**src/rtl/lsu_bus_arbiter.sv**
```systemverilog
`default_nettype none
// ============================================================================
// Module   : lsu_bus_arbiter
// Brief    : Two-master (core LSU / debug-DMA) arbiter for the data bus.
// Revision : 1.0
// ============================================================================
module lsu_bus_arbiter #(
    parameter int unsigned LOCK_MAX = 8
) (
    input  logic        clk_i,
    input  logic        rst_ni,
    input  logic        m0_req_i,
    input  logic        m0_we_i,
    input  logic [31:0] m0_addr_i,
    input  logic [31:0] m0_wdata_i,
    input  logic [3:0]  m0_strb_i,
    input  logic        m1_req_i,
    input  logic        m1_we_i,
    input  logic [31:0] m1_addr_i,
    input  logic [31:0] m1_wdata_i,
    input  logic [3:0]  m1_strb_i,
    input  logic        m1_lock_i,
    output logic        m0_gnt_o,
    output logic        m1_gnt_o,
    output logic        m0_rvalid_o,
    output logic        m1_rvalid_o,
    output logic [31:0] m_rdata_o,
    output logic        core_stall_o,
    output logic        s_en_o,
    output logic        s_we_o,
    output logic [31:0] s_addr_o,
    output logic [31:0] s_wdata_o,
    output logic [3:0]  s_strb_o,
    input  logic [31:0] s_rdata_i
);

    localparam logic [7:0] c_lock_max = 8'(LOCK_MAX);

    logic       r_last_gnt;
    logic [7:0] r_lock_cnt;
    logic       r_rd_pend;
    logic       r_rd_owner;

    logic       w_gnt0;
    logic       w_gnt1;
    logic       w_any;
    logic       w_we;

    // Lock only overrides round-robin when m1 already owns the bus.
    always_comb begin
        w_gnt0 = 1'b0;
        w_gnt1 = 1'b0;
        if (rst_ni) begin
            if (m0_req_i && m1_req_i) begin
                if (m1_lock_i && r_last_gnt)
                    w_gnt1 = (r_lock_cnt < c_lock_max);
                else
                    w_gnt1 = ~r_last_gnt;
                w_gnt0 = ~w_gnt1;
            end else begin
                w_gnt0 = m0_req_i;
                w_gnt1 = m1_req_i;
            end
        end
    end

    assign w_any = w_gnt0 | w_gnt1;
    assign w_we  = w_gnt1 ? m1_we_i : (w_gnt0 & m0_we_i);

    assign m0_gnt_o     = w_gnt0;
    assign m1_gnt_o     = w_gnt1;
    assign core_stall_o = rst_ni & m0_req_i & ~w_gnt0;

    assign s_en_o    = w_any;
    assign s_we_o    = w_we;
    assign s_addr_o  = w_gnt1 ? m1_addr_i  : (w_gnt0 ? m0_addr_i  : 32'd0);
    assign s_wdata_o = w_gnt1 ? m1_wdata_i : (w_gnt0 ? m0_wdata_i : 32'd0);
    assign s_strb_o  = !w_we ? 4'd0 : (w_gnt1 ? m1_strb_i : m0_strb_i);

    assign m0_rvalid_o = rst_ni & r_rd_pend & ~r_rd_owner;
    assign m1_rvalid_o = rst_ni & r_rd_pend &  r_rd_owner;
    assign m_rdata_o   = (rst_ni && r_rd_pend) ? s_rdata_i : 32'd0;

    always_ff @(posedge clk_i) begin
        if (!rst_ni) begin
            r_last_gnt <= 1'b1;
            r_lock_cnt <= 8'd0;
            r_rd_pend  <= 1'b0;
            r_rd_owner <= 1'b0;
        end else begin
            if (w_any)
                r_last_gnt <= w_gnt1;
            r_rd_pend  <= w_any & ~w_we;
            r_rd_owner <= w_gnt1;
            if (w_gnt0 || !m0_req_i || !m1_req_i || !m1_lock_i)
                r_lock_cnt <= 8'd0;
            else if (w_gnt1 && (r_lock_cnt < c_lock_max))
                r_lock_cnt <= r_lock_cnt + 8'd1;
        end
    end

endmodule
`default_nettype wire

```
**config.mk**
```make
export PLATFORM = sky130hd
export DESIGN_NAME = lsu_bus_arbiter
export DESIGN_NICKNAME = d
export VERILOG_FILES = /design/src/rtl/lsu_bus_arbiter.sv
export SDC_FILE = /design/constraint.sdc
export NUM_CORES = 1
export LEC_CHECK = 0
export ABC_AREA = 0
export ABC_CLOCK_PERIOD_IN_PS = 1700
export BUFFER_PORTS_ARGS = -buffer_cell sky130_fd_sc_hd__buf_4
export CAP_MARGIN = 10
export CORE_AREA = 4 4 106 108
export DETAILED_ROUTE_END_ITERATION = 16
export DIE_AREA = 0 0 110 112
export SYNTH_ARGS = -nofsm -noshare
export SYNTH_HDL_FRONTEND = slang
export SYNTH_SLANG_ARGS = --single-unit
```
**constraint.sdc**
```tcl
create_clock -name clk_i -period 1.7 [get_ports clk_i]
set_input_delay 0.085 -clock clk_i [delete_from_list [all_inputs] [get_ports clk_i]]
set_output_delay 0.085 -clock clk_i [all_outputs]
set_load 0.02 [all_outputs]
```
==> results of run 1 <==
## Yosys cell counts, drive strengths merged, types with 2 or more instances
cell / instances / share of area [%]
a21o: 2 / 0.99
a22o: 65 / 37
a31oi: 2 / 1.8
a32o: 4 / 2.6
and2: 6 / 2.5
and3: 35 / 14
buf: 15 / 9.2
clkbuf: 7 / 1.7
dfxtp: 11 / 14
inv: 4 / 0.99
nand2: 5 / 1.2
nand3: 3 / 1.3
nor2: 6 / 1.5
o2111ai: 2 / 1.2
xor2: 2 / 1.2
## layout make-up
| cell class | count | area, um2 | area share (%) |
|---|---|---|---|
| Inverter | 4 | 15.0 | 0.355 |
| Multi-Input combinational cell | 142 | 1150 | 27.2 |
| Tap cell | 136 | 170 | 4.03 |
| Sequential cell | 11 | 226 | 5.36 |
| Timing Repair Buffer | 301 | 2620 | 62.0 |
| Clock buffer | 4 | 45.0 | 1.07 |
## how the worst max path moves through the flow
stage          depth (start not counted)  slack [ps]             to
3_3_place_gp                           7         -10    s_addr_o[7]
6_report                               6        -230  s_wdata_o[25]
5_1_grt                                6        -320  s_wdata_o[23]
2_1_floorplan                          5          50    s_strb_o[1]
4_1_cts                                7        -210   s_wdata_o[1]
3_5_place_dp                           7         -60   s_addr_o[28]
## flip-flops by register name, summed over array words and instances (netlist names)
name,count
r_rd_owner,1
r_last_gnt,1
r_rd_pend,1
r_lock_cnt,8
## metrics by stage
stage                     power, uW  setup slack (ps)  TNS [ps]  area (um2)
final                          1670              -226    -12640        4220
after global routing           1750              -318    -19670        4220
after CTS                      1670              -205    -12260        4200
after detailed placement       1260             -55.0     -1060        3760
after global placement         1260             -13.3      -137        3760
after floorplan                 693              52.3         0        1520
## layer usage
layer	vias to the layer above	global-route usage (%)	share of wire [%]
li1	1284	-	-
met3	21	5.10	12
met4	0	6.07	3.0
met2	174	29.8	51
met5	-	0	0
met1	1272	17.5	35
## cell usage in the layout, fill, tap and decap left out, types with 2 or more instances in the layout
cell / Yosys / final
and3_1: 35 / 34
clkbuf_8: 0 / 3
buf_4: 1 / 222
nand3_1: 2 / 2
a22o_1: 65 / 64
xor2_1: 2 / 2
nor2_1: 6 / 5
and2_1: 6 / 5
dfxtp_2: 0 / 5
buf_6: 10 / 72
inv_1: 4 / 4
a21o_1: 2 / 2
nand2_1: 5 / 5
buf_12: 0 / 7
dfxtp_1: 11 / 6
a32o_2: 0 / 4
o2111ai_1: 2 / 2
## where the power goes
group,internal [uW],switching (uW),total [uW]
clock network,166,114,280
logic,639,482,1120
registers,263,2.34,265
total,1070,599,1670
## logic make-up after synthesis
family	after synthesis	share of synthesized area, %
simple gates	59	23.6
flops	11	14.5
compound gates	79	47.3
buf+inv	26	11.9
mux	1	0.658
xor+xnor	2	1.15
fa+ha+maj	1	0.823
## what timing repair did
item                                    CTS  global route
endpoints found under the hold margin     0             0
endpoints found under the setup margin   72            72
resized for setup                        69            25
pin swaps                                 9             7
gates cloned                              3             0
setup buffers                             7             1
==> results.md, run 1 <==
- CP Capture Type: output port
- Initial antenna violation count: 0
- Slew headroom: 76.1%
- Die Wd: 110 um
- Fin crit share: 113%
- WP buf/inv: 2
- Core area: 0.0102 mm2
- Routed WL: 11100 um
- Syn Inst Count: 179
- Post-synth net total: 355
- Final hold slack: 107 ps
- Vias per std cell: 4.60
- Clock slew at reported path FFs: 50 ps
- Die Area: 0.0123 mm2
- Finished Layout Cells: 598
- Worst slew pin tran: 359 ps
- Worst-Skew Late Latency: 250 ps
- Max frequency: 519 MHz
- CP startpoint: r_lock_cnt[7]
- Crit-path max FO: 23
- Tot GR Track Use: 16.5%
- Critical R2R Launch: r_lock_cnt[4]
- Worst Path Arrival: 1840 ps
- Hold Buf Count CTS: 0
- Critical path data required time: 1620 ps
- Drt wl/cell: 18.6 um
- Startpoint Class: flop
- Area delta synth->final: 178%
- Port bufs: 281
- Final clock skew: 2.12 ps
- Initial Utilization: 14.9%
- Avg Inst Size Synth: 8.49 um2
- RSZ-0062 raised after global routing: yes
- Peak VDD IR: 0.221 mV
- PwrDens: 395 mW/mm2
- HPWL after DPL: 8570 um
- Lkg Pwr: 0.00233 uW
- First-pass GRT wire length: 15700 um
- Vias: 2751
- Area of the mapped netlist: 0.00152 mm2
- DR iter-0 viols: 141
- Reg2Reg Depth: 6
- Fin crit period: 1930 ps
- Synth warn: 0
- Slew Viols, Final: 0
- End of the worst register-to-register path: r_rd_pend
- Drc violations: 0
- Fill cell count: 1016
- Ys async rst share: 0%
- Synth cell types: 29
- Core Util, Final: 41.3%
- Kind of critical path: flop to output port
- Fin nets: 639
- Slowest cell on the critical path: dfxtp_2
- Register area share after synthesis: 14.5%
- Hold path depth: 2
- Clock root cell: clkbuf_8
- Antenna viol nets, final: 0
- CTS Buffer Depth: 2
- Die height: 112 um
- Crit path max-delay family: compound AO/OA/AOI/OAI gates
- TritonRoute pass-1 iters: 4
- Number of global-route vias before repair: 2950
- Max_cap viols: 0
- Number of diodes: 0
- H-tree levels: 1
- Clock Sink Count: 11
- HP Class: input port to flop
- Setup Viol. Count Final: 73
- Placed Instances: 586
- Total CTS buffers: 3
- Largest net degree at the start of global routing: 37
- Register bit total from synthesis: 11
- Hold wc startpoint: m1_req_i
- Final hold vios: 0
- GP Congestion: 0.895
- Primary FF master, synth: dfxtp_1
- Setup ws final: -226 ps
- Failing checks: negative setup slack
- Site Rows: 37
- CP max stage delay: 330 ps
- R2R setup slack: 150 ps
- Cell breakdown of the critical path: nor3_4 > nand3_2 > a31oi_4 > buf_12 > a22o_1 > buf_6
- Outcome: finished with violations
- CTS tree: done
- Post-synth EDFFs: 0
- Total grt overflow: 0
- Hold EP: r_last_gnt
- Layout cells sized above 1: 69.7%
- I/O pins: 282
Power figures use the tool's default switching activity.
==> run 2, diff against run 1 <==
--- a/config.mk
+++ b/config.mk
@@ -5,11 +5,12 @@
 export SDC_FILE = /design/constraint.sdc
 export NUM_CORES = 1
 export LEC_CHECK = 0
-export ABC_AREA = 0
+export ABC_AREA = 1
 export ABC_CLOCK_PERIOD_IN_PS = 1700
 export BUFFER_PORTS_ARGS = -buffer_cell sky130_fd_sc_hd__buf_4
 export CAP_MARGIN = 10
 export CORE_AREA = 4 4 106 108
+export CTS_BUF_LIST = sky130_fd_sc_hd__clkbuf_8
 export DETAILED_ROUTE_END_ITERATION = 16
 export DIE_AREA = 0 0 110 112
 export SYNTH_ARGS = -nofsm -noshare
==> run 2 against run 1 <==
Net effect: the flow still finishes with violations (negative setup slack); die area did not move; largest power group unchanged; sequential cell count did not move; critical path type unchanged; utilization rose by 4.3 points; non-clock buffer count rose by 4; critical endpoint is now s_addr_o[16].
==> results.md, run 2 <==
- Port bufs: 281 (unchanged)
- Commonest non-fill, non-tap cell in the layout: buf_4 (unchanged)
- Lkg Pwr: 0.00280 uW (was 0.00233 uW)
- Die Area: 0.0123 mm2 (unchanged)
- Highest Signal Layer: met4 (unchanged)
- Clock slew at reported path FFs: 60 ps (was 50 ps)
- DR iter-0 viols: 111 (was 141)
- Number of diodes: 0 (unchanged)
- Tot GR Track Use: 15.9% (was 16.5%)
- Number of global-route vias before repair: 3330 (was 2950)
- RSZ-0062 raised after global routing: yes (unchanged)
- H-tree levels: 1 (unchanged)
- Slew headroom: 78.3% (was 76.1%)
- Site Rows: 37 (unchanged)
- Post-synth EDFFs: 0 (unchanged)
- HPWL after DPL: 8750 um (was 8570 um)
- Post-synth net total: 547 (was 355)
- Top cell type's share of synthesized area: 44.6% (was 37.4%)
- Drt wl/cell: 13.5 um (was 18.6 um)
- Crit-path max FO: 12 (was 23)
- I/O pins: 282 (unchanged)
- Clock root cell: clkbuf_8 (unchanged)
- Int Pwr: 1070 uW (about the same)
- Ys async rst share: 0% (unchanged)
- Setup ws final: -180 ps (was -226 ps)
- Slew Viols, Final: 0 (unchanged)
- HP Class: input port to flop (unchanged)
- Flop pwr share: 15.3% (was 15.9%)
- Hold path depth: 2 (unchanged)
- Clock power frac: 15.6% (was 16.8%)
- Final hold vios: 0 (unchanged)
- Initial antenna violation count: 0 (unchanged)
- Setup Viol. Count Final: 73 (unchanged)
- Critical R2R Launch: r_lock_cnt[5] (was r_lock_cnt[4])
- CTS tree: done (unchanged)
- CP startpoint: r_lock_cnt[6] (was r_lock_cnt[7])
- Post-synth top cells: nand2_1 (206), inv_1 (50), nor2_1 (47) (was a22o_1 (65), and3_1 (35), dfxtp_1 (11))
- Initial Utilization: 17.0% (was 14.9%)
- Area of the mapped netlist: 0.00174 mm2 (was 0.00152 mm2)
- Cell breakdown of the critical path: nor2_2 > nand4_1 > nand3_2 > nand2_2 > nor2_4 > buf_12 > buf_12 > nand2_1 > nand2_2 > buf_6 (was nor3_4 > nand3_2 > a31oi_4 > buf_12 > a22o_1 > buf_6)
- Peak VDD IR: 0.238 mV (was 0.221 mV)
- CP max stage delay: 320 ps (was 330 ps)
- Fin nets: 839 (was 639)
- Max_cap viols: 0 (unchanged)
- Startpoint Class: flop (unchanged)
- Hold wc startpoint: rst_ni (was m1_req_i)
- Primary FF master, synth: dfxtp_1 (unchanged)
- TritonRoute pass-1 iters: 4 (unchanged)
- Hold EP: r_last_gnt (unchanged)
- Slowest cell on the critical path: dfxtp_2 (unchanged)
- Met2 WL post-DR: 5920 um (was 5610 um)
- R2R setup slack: -90 ps (was 150 ps)
- End of the worst register-to-register path: r_lock_cnt[0] (was r_rd_pend)
- Psw: 670 uW (was 599 uW)
- CP Capture Type: output port (unchanged)
- Top cells by area, synth: nand2_1 (45%), dfxtp_1 (13%), inv_1 (11%) (was a22o_1 (37%), dfxtp_1 (14%), and3_1 (14%))
- Setup WS pre-CTS: 0.571 ps (was -55.0 ps)
- Register area share after synthesis: 12.7% (was 14.5%)
- PwrDens: 372 mW/mm2 (was 395 mW/mm2)
- Synth warn: 0 (unchanged)
- Worst slew pin tran: 326 ps (was 359 ps)
- Die height: 112 um (unchanged)
- Layout cells sized above 1: 57.7% (was 69.7%)
- Clock Sink Count: 11 (unchanged)
- Synth cell types: 18 (was 29)
- Wl on met1: 3570 um (was 3840 um)
- Worst Path Arrival: 1790 ps (was 1840 ps)
- Met3 WL: 1110 um (was 1310 um)
- Vias: 3227 (was 2751)
- Largest net degree at the start of global routing: 35 (was 37)
- Register bit total from synthesis: 11 (unchanged)
- Hold Buf Count CTS: 0 (unchanged)
- Sw Ratio: 38.6% (was 35.9%)
- Fin crit period: 1880 ps (was 1930 ps)
- Die Wd: 110 um (unchanged)
- Flip-flop count of the largest register after layout: 8 (unchanged)
- Reg2Reg Depth: 12 (was 6)
- Avg Inst Size Synth: 4.68 um2 (was 8.49 um2)
- Outcome: finished with violations (unchanged)
- Kind of critical path: flop to output port (unchanged)
- Core area: 0.0102 mm2 (unchanged)
- CTS Buffer Depth: 2 (unchanged)
- Top-count cell post-synth: nand2_1 (was a22o_1)
- Post-synth top area cell: nand2_1 (was a22o_1)
- Fin crit share: 111% (was 113%)
- Power Total: 1730 uW (was 1670 uW)
- Largest Register: r_lock_cnt (unchanged)
- Max frequency: 532 MHz (was 519 MHz)
- Combinational fraction of design power: 69.2% (was 67.3%)
- Vias per std cell: 4.04 (was 4.60)
- Final hold slack: 101 ps (was 107 ps)
- Critical path data required time: 1620 ps (about the same)
- Syn Inst Count: 371 (was 179)
- GP Congestion: 0.866 (was 0.895)
- First-pass GRT wire length: 15900 um (was 15700 um)
- Failing checks: negative setup slack (unchanged)
- Area delta synth->final: 169% (was 178%)
- Routed WL: 10700 um (was 11100 um)
- Most frequent cells in the layout: buf_4 (224), nand2_1 (168), buf_6 (71) (was buf_4 (222), buf_6 (72), a22o_1 (64))
- Worst-Skew Late Latency: 240 ps (was 250 ps)
- Total CTS buffers: 3 (unchanged)
- Drc violations: 0 (unchanged)
- Total grt overflow: 0 (unchanged)
- Antenna viol nets, final: 0 (unchanged)
- Final clock skew: 5.79 ps (was 2.12 ps)
==> run 2: changes by cell type in the layout (fill, tap and decap cells not counted), sizes merged, moves of 6 or more <==
cell,before,now
nor2,6,50
and2,6,0
and3,35,0
inv,4,51
nand2,5,230
a22o,65,0
==> run 2: critical path, delay by kind of cell (launching register included) <==
family	cells	cell delay [ps]
AND/OR/NAND/NOR	7	780
buffers and inverters	3	440
flip-flops	1	320
==> run 2: cell type report <==
class                      count  area, um2
clock buffer                   3       41.3
clock inverter                 1       5.00
fill                        1066       5570
inverter                      51        199
multi-input combinational    291       1330
sequential                    11        223
tap                          136        170
timing repair buffer         305       2690
==> run 2: routing by layer <==
| layer | track usage (%) | up-vias |
|---|---|---|
| met2 | 31.2 | 155 |
| met4 | 3.16 | 0 |
| met3 | 4.46 | 11 |
| li1 | - | 1644 |
| met1 | 16.3 | 1417 |
| met5 | 0 | - |
==> run 2: logic make-up (layout without fill, tap and decap cells) <==
| group | count (synthesis) | in the layout | synth area share (%) |
|---|---|---|---|
| and+or+nand+nor | 286 | 286 | 67.1 |
| AOI/OAI and AO/OA | 3 | 3 | 0.865 |
| xor gates and xnor gates | 1 | 1 | 0.505 |
| buffers and inverters | 69 | 360 | 18.2 |
| adders and majority gates | 1 | 1 | 0.721 |
| DFF | 11 | 11 | 12.7 |
==> run 2: worst max-delay path by stage <==
stage | endpoint | slack (ps)
3_5_place_dp | s_strb_o[0] | 0.6
5_1_grt | s_strb_o[0] | -290
6_report | s_addr_o[16] | -180
2_1_floorplan | s_strb_o[0] | 260
3_3_place_gp | s_strb_o[0] | 80
4_1_cts | s_wdata_o[4] | -150
==> run 2: metrics by stage <==
stage               instance area (um2)  utilization [%]  cells  setup TNS, ps
floorplan                          1740                -    371              0
global placement                   4030             39.4    780              0
detailed placement                 4030             39.4    780              0
CTS                                4570             44.6    797          -5220
global route                       4660             45.6    798         -15190
finish                             4660             45.6    798          -7350
==> run 2: what timing repair did <==
| action | 4_1_cts | 5_1_grt |
|---|---|---|
| gates cloned | 1 | 1 |
| buffers inserted | 12 | 0 |
| pin swaps | 15 | 2 |
| resized for setup | 112 | 21 |
| endpoints found under the setup margin | 70 | 76 |
==> run 2: power by group through the flow <==
stage	clock (uW)	combinational, uW	sequential, uW
global placement	0	1040	271
finish	270	1200	265
CTS	275	1190	265
detailed placement	0	1040	271
floorplan	0	426	270
global route	284	1290	266
